--- src/rtl/cpu_clk_pkg.sv ---
// Shared constants and types for the CPU clock-enable generator.
// Mode encodings, default divisor and the operation decode used by cpu_clken_gen.
package cpu_clk_pkg;

    localparam logic [1:0] MODE_RUN  = 2'b00;
    localparam logic [1:0] MODE_STEP = 2'b01;
    localparam logic [1:0] MODE_HALT = 2'b10;

    localparam int unsigned DEFAULT_RESET_DIV = 1;
    localparam int unsigned ONE_HZ_DIV        = 100000000;

    // Per-cycle operation after resolving load priority; 2'b11 mode folds into HALT.
    typedef enum logic [1:0] {
        OP_LOAD = 2'b00,
        OP_RUN  = 2'b01,
        OP_STEP = 2'b10,
        OP_HALT = 2'b11
    } op_e;

    function automatic op_e decode_op(input logic load, input logic [1:0] mode);
        op_e op;
        if (load) begin
            op = OP_LOAD;
        end else begin
            case (mode)
                MODE_RUN:  op = OP_RUN;
                MODE_STEP: op = OP_STEP;
                default:   op = OP_HALT;
            endcase
        end
        return op;
    endfunction

endpackage

--- src/rtl/cpu_clken_gen_rise_detect.sv ---
// Rising-edge detector: one-cycle-wide rise_po when sig_pi goes from 0 to 1.
// Also suitable for debounced board buttons.
module rise_detect (
    input  logic clk_pi,
    input  logic reset_pi,
    input  logic sig_pi,
    output logic rise_po
);

    logic sig_prev;

    always_ff @(posedge clk_pi or posedge reset_pi) begin
        if (reset_pi) begin
            sig_prev <= 1'b0;
        end else begin
            sig_prev <= sig_pi;
        end
    end

    assign rise_po = sig_pi & ~sig_prev;

endmodule

--- src/rtl/cpu_clken_gen.sv ---
// Programmable CPU clock-enable generator with RUN / STEP / HALT modes and a pulse counter.
// All outputs come straight from registers; a divisor of 0 is always stored as 1.
module cpu_clken_gen
    import cpu_clk_pkg::*;
#(
    parameter int unsigned              DIV_WIDTH = 32,
    parameter logic [DIV_WIDTH-1:0]     RESET_DIV = DIV_WIDTH'(DEFAULT_RESET_DIV),
    parameter int unsigned              CNT_WIDTH = 16
) (
    input  logic                 clk_pi,
    input  logic                 reset_pi,
    input  logic [1:0]           mode_pi,
    input  logic [DIV_WIDTH-1:0] div_pi,
    input  logic                 div_load_pi,
    input  logic                 step_pi,
    output logic                 clk_en_po,
    output logic [DIV_WIDTH-1:0] div_po,
    output logic [CNT_WIDTH-1:0] en_count_po
);

    localparam logic [DIV_WIDTH-1:0] DIV_ONE     = DIV_WIDTH'(1);
    localparam logic [DIV_WIDTH-1:0] RESET_DIV_Q = (RESET_DIV == '0) ? DIV_ONE : RESET_DIV;

    logic [DIV_WIDTH-1:0] div_q, div_d;
    logic [DIV_WIDTH-1:0] cnt_q, cnt_d;
    logic                 en_q, en_d;
    logic [CNT_WIDTH-1:0] en_count_q;
    logic                 step_rise;
    op_e                  op;

    rise_detect u_step_rise (
        .clk_pi   (clk_pi),
        .reset_pi (reset_pi),
        .sig_pi   (step_pi),
        .rise_po  (step_rise)
    );

    // div_q is never zero, so div_q - 1 cannot wrap.
    always_comb begin
        op    = decode_op(div_load_pi, mode_pi);
        div_d = div_q;
        cnt_d = cnt_q;
        en_d  = 1'b0;
        case (op)
            OP_LOAD: begin
                div_d = (div_pi == '0) ? DIV_ONE : div_pi;
                cnt_d = '0;
            end
            OP_RUN: begin
                if (cnt_q == div_q - DIV_ONE) begin
                    cnt_d = '0;
                    en_d  = 1'b1;
                end else begin
                    cnt_d = cnt_q + DIV_ONE;
                end
            end
            OP_STEP: begin
                cnt_d = '0;
                en_d  = step_rise;
            end
            default: begin
            end
        endcase
    end

    always_ff @(posedge clk_pi or posedge reset_pi) begin
        if (reset_pi) begin
            div_q      <= RESET_DIV_Q;
            cnt_q      <= '0;
            en_q       <= 1'b0;
            en_count_q <= '0;
        end else begin
            div_q      <= div_d;
            cnt_q      <= cnt_d;
            en_q       <= en_d;
            // Counts each pulse as it is issued, so the count and the pulse appear together.
            en_count_q <= en_count_q + CNT_WIDTH'(en_d);
        end
    end

    assign clk_en_po   = en_q;
    assign div_po      = div_q;
    assign en_count_po = en_count_q;

endmodule

--- config.mk ---
export PLATFORM = sky130hd
export DESIGN_NAME = cpu_clken_gen
export DESIGN_NICKNAME = d
export VERILOG_FILES = /design/src/rtl/cpu_clk_pkg.sv /design/src/rtl/cpu_clken_gen_rise_detect.sv /design/src/rtl/cpu_clken_gen.sv
export SDC_FILE = /design/constraint.sdc
export NUM_CORES = 1
export LEC_CHECK = 0
export CORE_UTILIZATION = 59
export DETAILED_ROUTE_END_ITERATION = 6
export PLACE_DENSITY = 0.87
export SETUP_SLACK_MARGIN = 0.5
export SLEW_MARGIN = 20
export SYNTH_ARGS = -nofsm -noshare
export SYNTH_HDL_FRONTEND = slang
export SYNTH_SLANG_ARGS = --single-unit
--- constraint.sdc ---
create_clock -name clk_pi -period 10.8 [get_ports clk_pi]
set_clock_uncertainty 0.15 [all_clocks]
set_input_delay 2.16 -clock clk_pi [delete_from_list [all_inputs] [get_ports clk_pi]]
set_output_delay 2.16 -clock clk_pi [all_outputs]
set_load 0.01 [all_outputs]
# --- After elaboration in Yosys (flattened, before gate mapping) ---
# Index checks and enable logic that the tools add are counted.
op_classes:
  n_eq_ne: 4
  add_sub_neg: 3
  bitwise_logic: 2
  div: 0
  n_reduce_logical: 5
  n_shift: 0
  n_mul: 0
  mux: 7
  order_cmp: 0
ops:
  columns: ["op", "count"]
  rows:
  - ["$mux W32", 2]
  - ["$pmux W32 S2", 1]
  - ["$add A32 B1 Y32 const B", 1]
  - ["$eq A32 B32 Y1", 1]
  - ["$logic_not A32 Y1", 1]
  - ["$sub A32 B1 Y32 const B", 1]
  - ["$add A16 B1 Y16", 1]
  - ["$eq A2 B1 Y1 const B", 2]
  - ["$logic_not A2 Y1", 2]
  - ["$pmux W2 S2", 1]
  - ["$eq A2 B2 Y1 const B", 1]
  - ["$mux W2", 1]
  - ["$pmux W1 S2", 1]
  - ["$reduce_bool A2 Y1", 1]
  - ["$reduce_or A2 Y1", 1]
  - ["$and A1 B1 Y1", 1]
  - ["$mux W1", 1]
  - ["$not A1 Y1", 1]
word_totals:
  n_memories: 0
  mem_bits_rw: 0
  out_inout_bits: 49
  mem_bits_ro: 0
  in_bits: 38
  latch_bits: 0
  reg_bits: 82

# --- Longest topological paths before layout ---
# Gate-level depths: netlist of run 1.
logic_depth:
  depth_word: 6
  ltp_mapped: 16

# --- By module ---
# From an unflattened synthesis of run 1, not the netlist that was laid out.
unflattened:
  hier_cells: 528
  hier_area_um2: 4988.5
modules_own_cells:
  columns: ["module", "area_each_um2", "instances", "cells_per_inst", "seq_area_each_um2"]
  rows:
  - ["cpu_clken_gen", 4946.0, 1, 525, 2028.2]
  - ["rise_detect", 42.5, 1, 3, 25.0]

# --- Worst setup path after synthesis of run 1 ---
# No wires, ideal clock.
synth_timing:
  kind: "input-to-reg"
  from: "input mode_pi[1]"
  to: "register en_count_q[12], in the netlist en_count_po[12]"
  setup_ns: 0.079
  stages: 11
  path_buffers: 0
  slack_ns: 6.220
  t_arrival_ns: 4.351
  path_cell_list: "inv_1 -> a21oi_1 -> ha_1 -> nor4bb_1 -> a31o_1 -> ha_1 -> ha_1 -> nand2_1 -> or2_2 -> nor2_1 -> xor2_1"
synth_via:
  elab_chain_cells: 6
  word_cells_on_any_way: 8
  cone_classes: "add/sub: 1; eq/ne: 3; mux: 3; reduce/logical: 1"
synth_lines:
  columns: ["element", "line_no", "source"]
  rows:
  - ["from (decl)", "cpu_clken_gen.sv:12", "input logic [1:0] mode_pi,"]
  - ["$eq A2 B1 Y1 / $logic_not A2 Y1 (equally long branches)", "cpu_clk_pkg.sv:25", "case (mode)"]
  - ["$pmux W2 S2 (*)", "cpu_clk_pkg.sv:25", null]
  - ["$mux W2 (*)", "cpu_clk_pkg.sv:22", "if (load) begin"]
  - ["$eq A2 B2 Y1 / $eq A2 B1 Y1 (equally long branches)", "cpu_clken_gen.sv:44", "case (op)"]
  - ["$pmux W1 S2 (*)", "cpu_clken_gen.sv:44", null]
  - ["net en_d", "cpu_clken_gen.sv:26", "logic en_q, en_d;"]
  - ["$add A16 B1 Y16 (*)", "cpu_clken_gen.sv:77", "en_count_q <= en_count_q + CNT_WIDTH'(en_d);"]
  - ["to (signal assigned)", "cpu_clken_gen.sv:77", null]
  - ["to (decl)", "cpu_clken_gen.sv:27", "logic [CNT_WIDTH-1:0] en_count_q;"]
# The timed path passes the listed nets; every way through them passes the cells marked *.
# A chain may end at the register's enable or synchronous reset.

# --- Worst setup path after layout of run 1 ---
layout_timing:
  from: "input mode_pi[1]"
  to: "register en_count_q[14], in the netlist en_count_po[14]"
# The elaborated chain is that of the path after synthesis.

==> run summary, run 1 <==
Worst setup path
- 10.93 ns — worst endpoint required time
- 0.56 ns — CP max stage delay
- 16 — Reg2Reg Depth
- primary input — type of element launching the critical path
- register — kind of capture point of the worst setup path
- clkdlybuf4s50_1 > inv_1 > a21oi_1 > ha_1 > nor4bb_1 > a31o_1 > ha_1 > ha_1 > nand2_1 > or2_2 > nor2_1 > xor2_1 — cells traversed along the worst timing path
- en_count_po[14] — worst reg2reg path endpoint
- div_po[1] — reg2reg start
- 5.69 ns — setup slack of the worst register-to-register path
- a21oi_1 — cell with the biggest individual delay on the critical path
- 5.33 ns — crit path DAT
- in2reg — classification of the worst setup path
- ha_1 — Critical Path Most Common Cell
- 7 — biggest fanout along the worst timing path
- mode_pi[1] — Critical path origin

Routing
- 291 — number of DRC violations after detailed-routing iteration 0
- 14.4 mm — Routed WL
- 4793 — vias
- 3 — remaining routing DRC violations
- 7 — first-pass iteration count of the detailed router
- 19.0 um — average wire length per cell after detail routing
- 6.30 — Via density
- 0 — Final ANT Viol Nets

Finish
- 14.1% — ratio of cells with drive above 1 in the final layout
- 19.3% — Area Growth Syn to Fin
- 0 — number of diodes
- 694 — layout net count
- clkdlybuf4s50_1, dfrtp_1, nand2_1 — commonest non-fill, non-tap cells in the layout
- clkdlybuf4s50_1 — leading cell type in the layout, fill and taps excluded
- 761 — non-filler cells, final

Clock tree
- 0 — post-CTS resize count
- 3 — htree depth
- built — clock tree from TritonCTS
- 0 — number of buffers added to fix hold violations after cts
- 2 — maximum number of buffers from clock root to sink
- 82 — TritonCTS Sinks
- 0 — Setup Fix Bufs, Post-CTS
- 0.09 ns — clock-pin transition on the worst setup and hold timing paths
- 9 — number of buffers created by CTS
- clkbuf_8 — clock tree root buffer cell
- 0.35 ns — clock latency of the later-clocked register in the worst-skew pair

Worst hold path
- en_count_po[15] — worst hold path startpoint
- 1 — hold depth
- en_count_po[15] — Hold EP
- reg2reg — min-delay worst type

Die
- 9680 um2 — overall die area
- 98.4 um — Vert. Die Dim
- 98.4 um — die boundary width
- 61.9% — effective utilization at floorplan
- 34 — Rows
- 8850 um2 — core footprint
- 87 — number of top-level pins

STA
- 0.192 GHz — highest attainable clock frequency
- 48.1% — final period utilization
- 5.20 ns — Final Critical Period
- 0 — Final Hold Fails
- 0.854 ns — Worst Tran Pin Value
- false — unrepaired setup endpoints after global routing
- 5.60 ns — Worst Setup Slack, final
- 43.0% — worst slew margin relative to its limit
- 0 — Max Transition Viols Final
- 0 ns — Fin Setup TNS
- 0 — # setup viols final

Logic synthesis
- 9.50 um2 — mean cell area of the mapped netlist
- 623 — nets in the synthesized netlist
- 5480 um2 — Post-Syn Area
- 577 — synthesized netlist cell count
- 37.0% — share of the synthesized area in the top cell type
- 37.5% — proportion of synthesized chip area in sequential cells
- dfrtp_1 — Top FF cell, synth
- 0 — Post-synth EDFFs
- 0 — count of warnings emitted by yosys
- 69 — Distinct cells, synth
- dfrtp_1, xnor2_1, mux2_2 — top post-synthesis cells by area
- 100% — Async SR Flop Fraction
- 82 — number of synthesized register bits
- dfrtp_1 — post-synth top area cell

Global route
- 0 — number of antenna violations at the first check in global routing
- 4820 — vias in the first global route
- 24.0 mm — wire length of the first global-routing pass
- 83 — pin count of the biggest net entering global routing
- 31.1% — global routing usage summed across all routing layers
- 0 — total overflow reported by the global router

Power and ir drop
- 126 nW/um2 — pwr/cell area
- 85.3 uV — Max VDD drop
- 2.47 nW — reported leakage power

Place
- 0.920 — placer congestion estimate
- 5.22 ns — pre-CTS worst setup slack
- 10.8 mm — Post-DP HPWL
- 86 — number of port buffers
- 745 — Placed Cells

Status
- DRC — violations in the final reports
- finished with violations — run status

Flow run
- 0 — number of maximum-capacitance violations

-- logic make-up (layout without fill, tap and decap cells) --
| family | Yosys count | after routing | share of synthesized area, % |
|---|---|---|---|
| AND/OR/NAND/NOR | 241 | 241 | 25.6 |
| AO/OA/AOI/OAI | 98 | 98 | 12.9 |
| flip-flops | 82 | 82 | 37.5 |
| adder cells (fa/ha/maj) | 8 | 8 | 1.83 |
| multiplexers | 38 | 38 | 7.58 |
| buffers and inverters | 45 | 121 | 4.29 |
| XOR/XNOR | 65 | 65 | 10.4 |
-- synthesized netlist by cell type (8+ instances only) --
cell	number
nand2_1	48
o21ai_0	18
nor4_1	23
o31ai_1	11
xnor2_1	38
xor2_1	27
nand3_1	20
nor3_1	17
dfrtp_1	81
a21oi_2	11
mux2_2	28
nand4_1	21
mux2i_1	10
clkbuf_1	19
nor2_1	46
ha_1	8
a21oi_1	17
and3_1	10
inv_1	15
-- layout make-up --
| class | count | area [um2] |
|---|---|---|
| Clock buffer | 9 | 124 |
| Clock inverter | 7 | 75.1 |
| Fill cell | 654 | 2310 |
| Inverter | 15 | 57.6 |
| Multi-Input combinational cell | 450 | 3190 |
| Sequential cell | 82 | 2050 |
| Tap cell | 108 | 135 |
| Timing Repair Buffer | 90 | 902 |
-- power breakdown --
group | switching (mW) | internal, mW
Combinational | 0.104 | 0.107
Sequential | 0.0496 | 0.330
Clock | 0.125 | 0.108
-- metrics by stage --
step / hold WS [ns] / util [%] / cell area (um2) / total power [mW]
6_report: 0.344 / 73.9 / 6540 / 0.824
5_1_grt: 0.365 / 73.9 / 6540 / 0.858
4_1_cts: 0.353 / 73.9 / 6540 / 0.824
3_5_place_dp: 0.334 / 71.6 / 6340 / 0.593
3_3_place_gp: 0.313 / 71.4 / 6320 / 0.584
2_1_floorplan: 0.358 / - / 5480 / 0.504
-- how the worst max path moves through the flow --
| stage | endpoint | slack, ns | cells past startpoint |
|---|---|---|---|
| global route | en_count_po[14] | 5.42 | 12 |
| floorplan | en_count_po[12] | 6.22 | 11 |
| finish | en_count_po[14] | 5.60 | 12 |
| global placement | en_count_po[14] | 5.45 | 12 |
| detailed placement | en_count_po[14] | 5.22 | 12 |
| CTS | en_count_po[14] | 5.60 | 12 |
-- sequential cells by signal, summed over array words and instances (netlist names) --
register / cells
cnt_q: 32
div_po: 32
en_count_po: 16
clk_en_po: 1
u_step_rise.sig_prev: 1
-- critical path: cells and delay by family --
family                     cells  cell delay [ns]
buffers and inverters          2             0.52
and+or+nand+nor                4             0.88
AOI/OAI and AO/OA              2             0.75
xor gates and xnor gates       1             0.15
adders and majority gates      3             0.86
-- per-layer routing --
layer	up-vias	GRT usage (%)	part of all wire [%]
li1	2261	-	-
met1	2309	39.2	42
met2	193	52.9	49
met3	30	6.23	6.4
met4	0	11.6	2.4
met5	-	0	0
Power figures use the tool's default switching activity.
==> run 2: changes to the inputs <==
--- a/config.mk
+++ b/config.mk
@@ -5,9 +5,9 @@
 export SDC_FILE = /design/constraint.sdc
 export NUM_CORES = 1
 export LEC_CHECK = 0
-export CORE_UTILIZATION = 59
+export CORE_UTILIZATION = 49
 export DETAILED_ROUTE_END_ITERATION = 6
-export PLACE_DENSITY = 0.87
+export PLACE_DENSITY = 0.77
 export SETUP_SLACK_MARGIN = 0.5
 export SLEW_MARGIN = 20
 export SYNTH_ARGS = -nofsm -noshare
==> constraint.sdc (replaced) <==
create_clock -name clk_pi -period 4.2 [get_ports clk_pi]
set_clock_uncertainty 0.15 [all_clocks]
set_input_delay 0.84 -clock clk_pi [delete_from_list [all_inputs] [get_ports clk_pi]]
set_output_delay 0.84 -clock clk_pi [all_outputs]
set_load 0.01 [all_outputs]
==> run summary, run 2 (synthesis results as in run 1) <==
Routing
- 0 — Final ANT Viol Nets, unchanged
- 18.9 um — average wire length per cell after detail routing, -0.27%
- 5077 — vias, +5.9%
- 7.71 mm — length of routed met2 wiring, +9.8%
- 0 — remaining routing DRC violations, -3
- 6.89 mm — DRT met1 WL, +12%
- 391 — number of DRC violations after detailed-routing iteration 0, +34%
- 916 um — Detail Route met3 WL, -1.2%
- 5.99 — Via density, -4.9%
- 16.0 mm — Routed WL, +11%
- 7 — first-pass iteration count of the detailed router, unchanged
- met4 — top layer reached by signal wires

Die
- 108 um — die boundary width, +9.5%
- 10900 um2 — core footprint, +23%
- 108 um — Vert. Die Dim, +9.5%
- 50.3% — effective utilization at floorplan, -12 points
- 87 — number of top-level pins, unchanged
- 11600 um2 — overall die area, +20%
- 38 — Rows, +12%

Global route
- 0 — number of antenna violations at the first check in global routing, unchanged
- 62 — pin count of the biggest net entering global routing, -25%
- 4983 — vias in the first global route, +3.4%
- 0 — total overflow reported by the global router, unchanged
- 25.1 mm — wire length of the first global-routing pass, +4.7%
- 28.1% — global routing usage summed across all routing layers, -2.9 points

Place
- 6580 um2 — cell area after placement, +3.9%
- 86 — number of port buffers, unchanged
- 0.919 — placer congestion estimate, about the same
- 0.0526 ns — pre-CTS worst setup slack, -5.16 ns
- 11.5 mm — Post-DP HPWL, +7.2%

Clock tree
- 0 — number of buffers added to fix hold violations after cts, unchanged
- built — clock tree from TritonCTS
- 3 — htree depth, unchanged
- 9 — number of buffers created by CTS, unchanged
- clkbuf_8 — clock tree root buffer cell
- 82 — TritonCTS Sinks, unchanged
- 2 — maximum number of buffers from clock root to sink, unchanged
- 0.10 ns — clock-pin transition on the worst setup and hold timing paths, about the same
- 0.37 ns — clock latency of the later-clocked register in the worst-skew pair, +0.02 ns

Worst hold path
- reg2reg — min-delay worst type
- en_count_po[15] — worst hold path startpoint
- 1 — hold depth, unchanged
- en_count_po[15] — Hold EP

Worst setup path
- div_po[7] — reg2reg start
- div_po[7] — Critical path origin
- reg2reg — classification of the worst setup path
- 0.25 ns — setup slack of the worst register-to-register path, -5.44 ns
- buf_4 > nor4_4 > nand4_1 > buf_4 > buf_4 > nor4_1 > o21ai_0 > a2bb2oi_2 > nand4_1 > nor4_4 > a31o_1 > ha_4 > ha_4 > nand2_2 > or2_4 > nor2_4 > xor2_2 — cells traversed along the worst timing path
- 4.09 ns — crit path DAT, -1.24 ns
- 0.40 ns — CP max stage delay, -0.16 ns
- en_count_po[12] — worst reg2reg path endpoint
- 17 — Reg2Reg Depth, +1
- dfrtp_1 — cell with the biggest individual delay on the critical path
- register — type of element launching the critical path
- 4.34 ns — worst endpoint required time, -6.59 ns
- buf_4 — Critical Path Most Common Cell
- 5 — biggest fanout along the worst timing path, -2
- register — kind of capture point of the worst setup path

Power and ir drop
- 2.29 mW — power after layout, +180%
- 315 nW/um2 — pwr/cell area, +150%
- 2.79 nW — reported leakage power, +13%
- 196 uV — Max VDD drop, +130%

STA
- 0.250 ns — Worst Setup Slack, final, -5.35 ns
- 3.95 ns — Final Critical Period
- true — unrepaired setup endpoints after global routing
- 0.336 ns — worst hold-check slack, -0.00812 ns
- 0.780 ns — Worst Tran Pin Value, -0.0741 ns
- 94.0% — final period utilization
- 48.0% — worst slew margin relative to its limit, +5.0 points
- 0 — # setup viols final, unchanged
- 0 ns — Fin Setup TNS, unchanged
- 0.253 GHz — highest attainable clock frequency
- 0 — Final Hold Fails, unchanged
- 0 — Max Transition Viols Final, unchanged

Flow run
- 0 — number of maximum-capacitance violations, unchanged

Finish
- 749 — layout net count, +7.9%
- 7240 um2 — Layout Cell Area excl Fill, +11%
- 0 — number of diodes, unchanged
- 26.1% — ratio of cells with drive above 1 in the final layout, +12 points
- 32.2% — Area Growth Syn to Fin
- clkdlybuf4s50_1, dfrtp_1, buf_4 — commonest non-fill, non-tap cells in the layout
- clkdlybuf4s50_1 — leading cell type in the layout, fill and taps excluded

Status
- completed — run status

-- run 2: cell count changes in the layout (fill, tap and decap cells not counted), moves of 4 or more --
cell     change
nor2_1       -4
buf_4       +54
dfrtp_2      +6
dfrtp_1      -6
-- run 2: cell type report --
cell class,count,area [um2]
clock buffers,9,124
clock inverters,7,86.3
fillers,854,3640
inverters,15,58.8
multi-input cells,450,3420
flip-flops and latches,82,2060
well taps,140,175
repair buffers,145,1320
-- run 2: worst max-delay path by stage --
stage	endpoint	slack [ns]
6_report	en_count_po[12]	0.25
5_1_grt	en_count_po[12]	0.07
4_1_cts	en_count_po[12]	0.22
3_5_place_dp	en_count_po[12]	0.05
3_3_place_gp	en_count_po[12]	0.18
2_1_floorplan	en_count_po[12]	0.23
-- run 2: metal layers --
metal / vias up / GRT usage, %
li1: 2363 / -
met1: 2457 / 35.1
met3: 49 / 5.39
met4: 0 / 12.5
met2: 208 / 47.1
met5: - / 0
-- run 2: per-stage QoR --
| step | instances | utilization [%] |
|---|---|---|
| after floorplan | 577 | - |
| after global placement | 800 | 60.5 |
| after detailed placement | 800 | 60.5 |
| after CTS | 837 | 64.6 |
| after global routing | 848 | 66.5 |
| final | 848 | 66.5 |
-- run 2: report_power, final --
part	total, mW	switching [mW]	leakage, nW	internal, mW
combinational	0.728	0.372	1.62	0.357
sequential	0.938	0.0862	1.06	0.852
clock	0.619	0.332	0.104	0.287
-- run 2: timing repair --
item,4_1_cts,5_1_grt
cloned,0,0
setup endpoints to repair,15,14
setup buffers,21,11
resized for setup,23,24
pin swaps,19,19
-- run 2: critical path, delay by kind of cell, from the launching register on --
| kind | cells | cell delay (ns) |
|---|---|---|
| AO/OA/AOI/OAI | 3 | 0.65 |
| adder cells (fa/ha/maj) | 2 | 0.29 |
| flip-flops | 1 | 0.40 |
| AND/OR/NAND/NOR | 8 | 1.72 |
| XOR/XNOR | 1 | 0.16 |
| buffers and inverters | 3 | 0.49 |
==> run 3: changes to the inputs <==
--- a/config.mk
+++ b/config.mk
@@ -5,11 +5,12 @@
 export SDC_FILE = /design/constraint.sdc
 export NUM_CORES = 1
 export LEC_CHECK = 0
-export CORE_UTILIZATION = 49
+export CORE_UTILIZATION = 59
 export DETAILED_ROUTE_END_ITERATION = 6
-export PLACE_DENSITY = 0.77
+export PLACE_DENSITY = 0.87
 export SETUP_SLACK_MARGIN = 0.5
 export SLEW_MARGIN = 20
 export SYNTH_ARGS = -nofsm -noshare
 export SYNTH_HDL_FRONTEND = slang
 export SYNTH_SLANG_ARGS = --single-unit
+export TNS_END_PERCENT = 1
==> constraint.sdc (replaced) <==
create_clock -name clk_pi -period 4.6 [get_ports clk_pi]
set_clock_uncertainty 0.15 [all_clocks]
set_input_delay 0.92 -clock clk_pi [delete_from_list [all_inputs] [get_ports clk_pi]]
set_output_delay 0.92 -clock clk_pi [all_outputs]
set_load 0.01 [all_outputs]
==> run summary, run 3 (synthesis results as in run 1) <==
Die
- 61.9% — effective utilization at floorplan, +12 points
- 98.4 um — die boundary width, -8.7%
- 87 — number of top-level pins, unchanged
- 34 — Rows, -11%
- 9680 um2 — overall die area, -17%
- 98.4 um — Vert. Die Dim, -8.7%
- 8850 um2 — core footprint, -19%

STA
- 0 ns — Fin Setup TNS, unchanged
- 0.610 ns — Worst Setup Slack, final, +0.359 ns
- 0 — Final Hold Fails, unchanged
- 0.957 ns — Worst Tran Pin Value, +0.177 ns
- 0 — Max Transition Viols Final, unchanged
- 36.1% — worst slew margin relative to its limit, -12 points
- 0.332 ns — worst hold-check slack, -0.00372 ns
- true — unrepaired setup endpoints after global routing
- 86.7% — final period utilization, -7.3 points
- 0.251 GHz — highest attainable clock frequency, -1.0%
- 0 — # setup viols final, unchanged
- 3.99 ns — Final Critical Period, +0.0406 ns

Worst setup path
- register — kind of capture point of the worst setup path
- 6 — biggest fanout along the worst timing path, +1
- register — type of element launching the critical path
- simple AND/OR/NAND/NOR gates — family of cells with the greatest summed delay on the critical path
- or4_4 > or4b_4 > a211oi_2 > a211oi_1 > a211oi_2 > nand4_1 > nor4_4 > a31o_1 > ha_4 > ha_4 > nand2_2 > or2_4 > nor2_4 > xor2_1 — cells traversed along the worst timing path
- 0.61 ns — CP max stage delay, +0.21 ns
- or4_4 — cell with the biggest individual delay on the critical path
- 0 — sum of buffers and inverters on the critical path, -3
- 4.14 ns — crit path DAT, +0.05 ns
- 4.75 ns — worst endpoint required time, +0.41 ns
- reg2reg — classification of the worst setup path

Routing
- 314 — number of DRC violations after detailed-routing iteration 0, -20%
- met4 — top layer reached by signal wires
- 6.70 mm — DRT met1 WL, -2.7%
- 4993 — vias, -1.7%
- 7 — first-pass iteration count of the detailed router, unchanged
- 4 — remaining routing DRC violations, +4
- 7.75 mm — length of routed met2 wiring, +0.43%
- 15.6 mm — Routed WL, -2.6%
- 6.30 — Via density, +5.2%
- 19.7 um — average wire length per cell after detail routing, +4.1%
- 907 um — Detail Route met3 WL, -0.98%
- 0 — Final ANT Viol Nets, unchanged

Finish
- 793 — non-filler cells, final, -6.5%
- 6910 um2 — Layout Cell Area excl Fill, -4.6%
- 0 — number of diodes, unchanged
- 78.1% — share of the core filled with cells, +12 points
- clkdlybuf4s50_1 — leading cell type in the layout, fill and taps excluded
- 21.3% — ratio of cells with drive above 1 in the final layout, -4.8 points
- clkdlybuf4s50_1, dfrtp_1, nand2_1 — commonest non-fill, non-tap cells in the layout
- 726 — layout net count, -3.1%
- 26.1% — Area Growth Syn to Fin

Clock tree
- built — clock tree from TritonCTS
- 82 — TritonCTS Sinks, unchanged
- 0 — number of buffers added to fix hold violations after cts, unchanged
- 9 — number of buffers created by CTS, unchanged
- 2 — maximum number of buffers from clock root to sink, unchanged
- 0.10 ns — clock-pin transition on the worst setup and hold timing paths, about the same
- 0.37 ns — clock latency of the later-clocked register in the worst-skew pair, about the same
- clkbuf_8 — clock tree root buffer cell
- 3 — htree depth, unchanged

Global route
- 0 — total overflow reported by the global router, unchanged
- 33.4% — global routing usage summed across all routing layers, +5.2 points
- 0 — number of antenna violations at the first check in global routing, unchanged
- 56 — pin count of the biggest net entering global routing, -9.7%
- 25.1 mm — wire length of the first global-routing pass, +0.14%
- 4814 — vias in the first global route, -3.4%

Power and ir drop
- 2.03 mW — power after layout, -11%
- 2.65 nW — reported leakage power, -4.9%
- 213 uV — Max VDD drop, +8.8%
- 294 nW/um2 — pwr/cell area, -6.7%

Place
- 753 — Placed Cells, -5.9%
- 0.992 — placer congestion estimate, +7.9%
- 0.327 ns — pre-CTS worst setup slack, +0.275 ns
- 11.5 mm — Post-DP HPWL, about the same
- 6420 um2 — cell area after placement, -2.5%
- 86 — number of port buffers, unchanged

Status
- DRC — violations in the final reports
- finished with violations — run status

Flow run
- 0 — number of maximum-capacitance violations, unchanged

Worst hold path
- reg2reg — min-delay worst type

## run 3: repair_timing
action / in CTS / in global routing
endpoints found under the setup margin: 4 / 8
hold endpoints to repair: 0 / 0
buffers inserted: 7 / 17
resized for setup: 7 / 19
pin swaps: 5 / 15
## run 3: layer usage
metal | up-vias | track usage (%)
li1 | 2329 | -
met1 | 2441 | 45.5
met2 | 195 | 55.7
met3 | 28 | 4.15
met4 | 0 | 10.1
met5 | - | 0
## run 3: area by class of cell
type	instances	area, um2
multi-input cells	450	3310
flip-flops and latches	82	2060
fillers	601	1940
repair buffers	122	1140
well taps	108	135
clock buffers	9	124
clock inverters	7	82.6
inverters	15	57.6
## run 3: final timing paths
path                       cells after the start         endpoint  slack (ns)       startpoint
max                                           14  en_count_po[12]        0.61        div_po[1]
max reg2reg                                   14  en_count_po[12]        0.61        div_po[1]
min reg2reg                                    1  en_count_po[15]        0.33  en_count_po[15]
min in group asynchronous                      2       div_po[20]        0.91         reset_pi
min                                            1  en_count_po[15]        0.33  en_count_po[15]
max in group asynchronous                      3        cnt_q[19]        2.48         reset_pi
## run 3: report_power, final
part / internal, mW / switching [mW] / total, mW
registers: 0.777 / 0.114 / 0.891
logic: 0.288 / 0.280 / 0.568
clock network: 0.262 / 0.314 / 0.576
